### src/rtl/pe_weight_loader.sv
// PE weight loader: turns a valid/ready weight stream into per-PE
// kernel writes, PE-major, then row, then column.
module pe_weight_loader #(
    parameter  int DATA_WIDTH       = 16,
    parameter  int MAX_FILTER_WIDTH = 11,
    parameter  int NUM_PE           = 4,
    localparam int LOG_MFW          = $clog2(MAX_FILTER_WIDTH),
    localparam int LOG_NPE          = $clog2(NUM_PE)
) (
    input  logic                  clk,
    input  logic                  reset_n,
    input  logic                  i_start,
    input  logic [LOG_MFW:0]      i_filter_width,
    input  logic [LOG_NPE:0]      i_num_pe,
    input  logic [DATA_WIDTH-1:0] i_w_data,
    input  logic                  i_w_valid,
    output logic                  o_w_ready,
    output logic [DATA_WIDTH-1:0] o_weight_data,
    output logic                  o_weight_valid,
    output logic [LOG_MFW:0]      o_wr_w_row_ptr,
    output logic [LOG_MFW:0]      o_wr_w_col_ptr,
    output logic [NUM_PE-1:0]     o_pe_sel,
    output logic                  o_busy,
    output logic                  o_done,
    output logic                  o_err
);

    localparam int PW = LOG_MFW + 1;
    localparam int NW = LOG_NPE + 1;

    typedef enum logic [1:0] {
        IDLE = 2'd0,
        LOAD = 2'd1,
        DONE = 2'd2
    } state_t;

    state_t                  state_q;
    logic [PW-1:0]           fw_q;
    logic [NW-1:0]           npe_q;
    logic [PW-1:0]           row_q;
    logic [PW-1:0]           col_q;
    logic [NW-1:0]           pe_q;
    logic [DATA_WIDTH-1:0]   data_q;
    logic                    valid_q;
    logic [PW-1:0]           row_ptr_q;
    logic [PW-1:0]           col_ptr_q;
    logic [NUM_PE-1:0]       sel_q;
    logic                    done_q;
    logic                    err_q;

    logic accept;
    logic legal;
    logic last_col;
    logic last_row;
    logic last_pe;

    assign o_w_ready = (state_q == LOAD);
    assign accept    = i_w_valid && o_w_ready;
    assign o_busy    = (state_q != IDLE);

    assign legal = (i_filter_width != '0)
                && (i_filter_width <= PW'(MAX_FILTER_WIDTH))
                && (i_num_pe != '0)
                && (i_num_pe <= NW'(NUM_PE));

    assign last_col = (col_q == fw_q - PW'(1));
    assign last_row = (row_q == fw_q - PW'(1));
    assign last_pe  = (pe_q == npe_q - NW'(1));

    assign o_weight_data  = data_q;
    assign o_weight_valid = valid_q;
    assign o_wr_w_row_ptr = row_ptr_q;
    assign o_wr_w_col_ptr = col_ptr_q;
    assign o_pe_sel       = sel_q;
    assign o_done         = done_q;
    assign o_err          = err_q;

    always_ff @(posedge clk or negedge reset_n) begin
        if (!reset_n) begin
            state_q   <= IDLE;
            fw_q      <= '0;
            npe_q     <= '0;
            row_q     <= '0;
            col_q     <= '0;
            pe_q      <= '0;
            data_q    <= '0;
            valid_q   <= 1'b0;
            row_ptr_q <= '0;
            col_ptr_q <= '0;
            sel_q     <= '0;
            done_q    <= 1'b0;
            err_q     <= 1'b0;
        end else begin
            // Strobes default low; data and ptrs hold between writes.
            valid_q <= 1'b0;
            sel_q   <= '0;
            done_q  <= 1'b0;
            err_q   <= 1'b0;
            unique case (state_q)
                IDLE: begin
                    if (i_start) begin
                        if (legal) begin
                            fw_q    <= i_filter_width;
                            npe_q   <= i_num_pe;
                            row_q   <= '0;
                            col_q   <= '0;
                            pe_q    <= '0;
                            state_q <= LOAD;
                        end else begin
                            err_q <= 1'b1;
                        end
                    end
                end
                LOAD: begin
                    if (accept) begin
                        data_q    <= i_w_data;
                        valid_q   <= 1'b1;
                        row_ptr_q <= row_q;
                        col_ptr_q <= col_q;
                        sel_q     <= NUM_PE'(1) << pe_q;
                        if (last_col) begin
                            col_q <= '0;
                            if (last_row) begin
                                row_q <= '0;
                                pe_q  <= pe_q + NW'(1);
                                if (last_pe) begin
                                    state_q <= DONE;
                                    done_q  <= 1'b1;
                                end
                            end else begin
                                row_q <= row_q + PW'(1);
                            end
                        end else begin
                            col_q <= col_q + PW'(1);
                        end
                    end
                end
                DONE: state_q <= IDLE;
                default: state_q <= IDLE;
            endcase
        end
    end

endmodule

### config.mk
export PLATFORM = sky130hd
export DESIGN_NAME = pe_weight_loader
export DESIGN_NICKNAME = d
export VERILOG_FILES = /design/src/rtl/pe_weight_loader.sv
export SDC_FILE = /design/constraint.sdc
export NUM_CORES = 1
export LEC_CHECK = 0
export CAP_MARGIN = 30
export CORE_MARGIN = 2
export CORE_UTILIZATION = 40
export CTS_CLUSTER_SIZE = 8
export DETAILED_ROUTE_END_ITERATION = 7
export GPL_TIMING_DRIVEN = 0
export HOLD_SLACK_MARGIN = 0.03
export PLACE_DENSITY = 0.66
export SLEW_MARGIN = 10
export SYNTH_ARGS = -nofsm -noshare
export SYNTH_HDL_FRONTEND = slang
export SYNTH_SLANG_ARGS = --single-unit
### constraint.sdc
create_clock -name clk -period 6.21 [get_ports clk]
set_clock_uncertainty 0.05 [all_clocks]
set_input_delay 0.9315 -clock clk [delete_from_list [all_inputs] [get_ports clk]]
set_output_delay 0.9315 -clock clk [all_outputs]
set_load 0.1 [all_outputs]
==> qor.yml <==
syn_area_per_cell_sq_um: 12.4
firstDrtPassIters: 4
place.gp.congestion: 0.796
final_cell_mix: "clkdlybuf4s50_1, dfrtp_1, mux2_2"
r2r_slack_ns: 3.72
syn_nets: 251
grt_max_degree: 35
dp.cells: 354
cts_tree: "done"
vias: 1851
synthCells: 214
setup_violations: 0
start_kind: "register"
cts_made_buffers: 5
nets: 321
hold_depth: 2
fillers: 552
async_flop_share_pct: 100
via_per_inst: 5.11
drc: 0
io-pin-count: 63
grt_pass1_wl_um: 8690
drt_iter0_markers: 59
post_cts_buffers: 0
layout_commonest_cell: "clkdlybuf4s50_1"
crit_fanout: 9
outcome: "finished clean"
ctsHoldBuffers: 0
worst_slew_pin_slew_ns: 1.00
critPathRequiredTime_ns: 5.23
cts_buffer_depth: 2
grt_pass1_vias: 1809
fp.dieW_um: 85.5
clk_latency_ns: 0.31
die_h_um: 85.5
htreeDepth: 2
wl_per_cell_um: 14.1
drv_slew: 0
synth_seq_cells: 56
hold_class: "reg -> reg"
start_util_pct: 41.6
worstPathArrival_ns: 2.32
max_freq_mhz: 303
hold_viol: 0
crit_type: "reg -> out"
synth.cell_area_sq_um: 2660
hold_end: "o_wr_w_col_ptr[3]"
slew_headroom_pct: 32.8
fin_cells: 362
synth-main-ff-cell: "dfrtp_1"
areaGrowthSynthToFinish_pct: 32.1
drive_gt1_share_pct: 20.0
min_from: "o_wr_w_col_ptr[3]"
synth_edf_count: 0
wl_um: 5110
worst_slack_ns: 2.91
die_area_sq_um: 7310
portBuffers: 62
fin_crit_ns: 3.30
antenna_found_initial: 0
rr_worst_depth: 8
ctsRootBufferMaster: "clkbuf_8"
synth.distinct_cells: 43
diodes: 0
grt_remaining_overflow: 0
maxCapViolations: 0
rows: 29
ant_nets: 0
yosys_warnings: 0
finalSetupTns_ns: 0
dpl_worst_slack_ns: 3.09
clkTransAtPathRegs_ns: 0.10
r2r_start: "fw_q[0]"
r2r_end: "row_q[4]"
finalCritPeriodShare_pct: 53.2
yosysSeqAreaShare_pct: 52.8
rsz0062_at_grt: "no"
numClockSinks: 56
coreArea_sq_um: 6390
post_cts_resized: 0
track_usage_pct: 15.0
end_kind: "output port"
hpwlAfterDp_um: 3830
[sequential cells by signal (all words and copies together), names as in the netlist]
register and cells:
o_wr_w_col_ptr 5, row_q 5, o_pe_sel 4, state_q 2
pe_q 3, o_weight_valid 1, o_wr_w_row_ptr 5, npe_q 3
o_done 1, fw_q 5, o_weight_data 16, o_err 1
col_q 5
[through the flow]
stage	hold WS [ns]	cell area (sq um)	util, %
2_1_floorplan	0.429	2660	-
3_3_place_gp	0.414	3370	52.8
3_5_place_dp	0.420	3390	53.1
4_1_cts	0.444	3510	55.0
5_1_grt	0.459	3510	55.0
6_report	0.436	3510	55.0
[cell families after synthesis]
family                     Yosys count  share of synthesized area [%]
buffers and inverters               20                           3.39
and+or+nand+nor                     56                           11.7
adders and majority gates            9                           4.24
DFF                                 56                           52.8
muxes                               35                           15.0
AOI/OAI and AO/OA                   22                           6.59
xor gates and xnor gates            16                           6.31
[synth_stat cells, types with 2 or more instances]
| cell type | number | area share [%] |
|---|---|---|
| a22o_1 | 3 | 0.99 |
| o211a_1 | 2 | 0.75 |
| nand2b_1 | 3 | 0.71 |
| nand2_1 | 11 | 1.6 |
| buf_2 | 6 | 1.1 |
| and2_1 | 3 | 0.71 |
| a21oi_1 | 2 | 0.38 |
| xor2_1 | 8 | 2.6 |
| o21ai_0 | 5 | 0.94 |
| nor2_1 | 9 | 1.3 |
| xnor2_1 | 6 | 2.0 |
| dfrtp_1 | 56 | 53 |
| and3_1 | 5 | 1.2 |
| inv_1 | 11 | 1.6 |
| nor3_2 | 2 | 0.75 |
| ha_1 | 9 | 4.2 |
| mux2_2 | 31 | 13 |
| xnor3_1 | 2 | 1.7 |
| nor4_1 | 2 | 0.47 |
| mux2_4 | 2 | 1.1 |
| nor3b_1 | 4 | 1.1 |
| nand3_1 | 8 | 1.5 |
| nand4_1 | 3 | 0.71 |
| mux2i_1 | 2 | 0.75 |
[final cells by class]
type	count	area, sq um	area share, %
clock buffers	6	82.6	2.35
repair buffers	63	636	18.1
well taps	77	96.3	2.75
clock inverters	2	38.8	1.11
plain buffers	8	45.0	1.28
inverters	12	45.0	1.28
flip-flops and latches	56	1400	39.9
multi-input cells	138	1160	33.2
[worst max-delay path by stage]
stage                     depth (start not counted)  slack (ns)         to              start
after floorplan                                   7        3.68    pe_q[0]  i_filter_width[1]
after global placement                            1        2.42   npe_q[2]            reset_n
after detailed placement                          8        3.09    pe_q[2]  i_filter_width[1]
after CTS                                         3        2.90  o_w_ready         state_q[1]
after global routing                              3        2.82  o_w_ready         state_q[1]
final                                             3        2.91  o_w_ready         state_q[1]
[critical path, cell delays in order (launching register included)]
cell and delay, ns:
dfrtp_1 0.40, nand2b_1 0.23, clkinv_1 0.21, clkdlybuf4s50_1 1.17
[metal layers]
metal	vias to the layer above	share of wire, %	global-route usage (%)
li1	889	-	-
met1	886	46	20.4
met2	65	45	23.7
met3	11	6.2	3.46
met4	0	2.5	5.63
met5	-	0	0
Power is left out: the tool's default activity adds up to more than one toggle a clock period on the data nets, which glitch-free logic cannot reach.
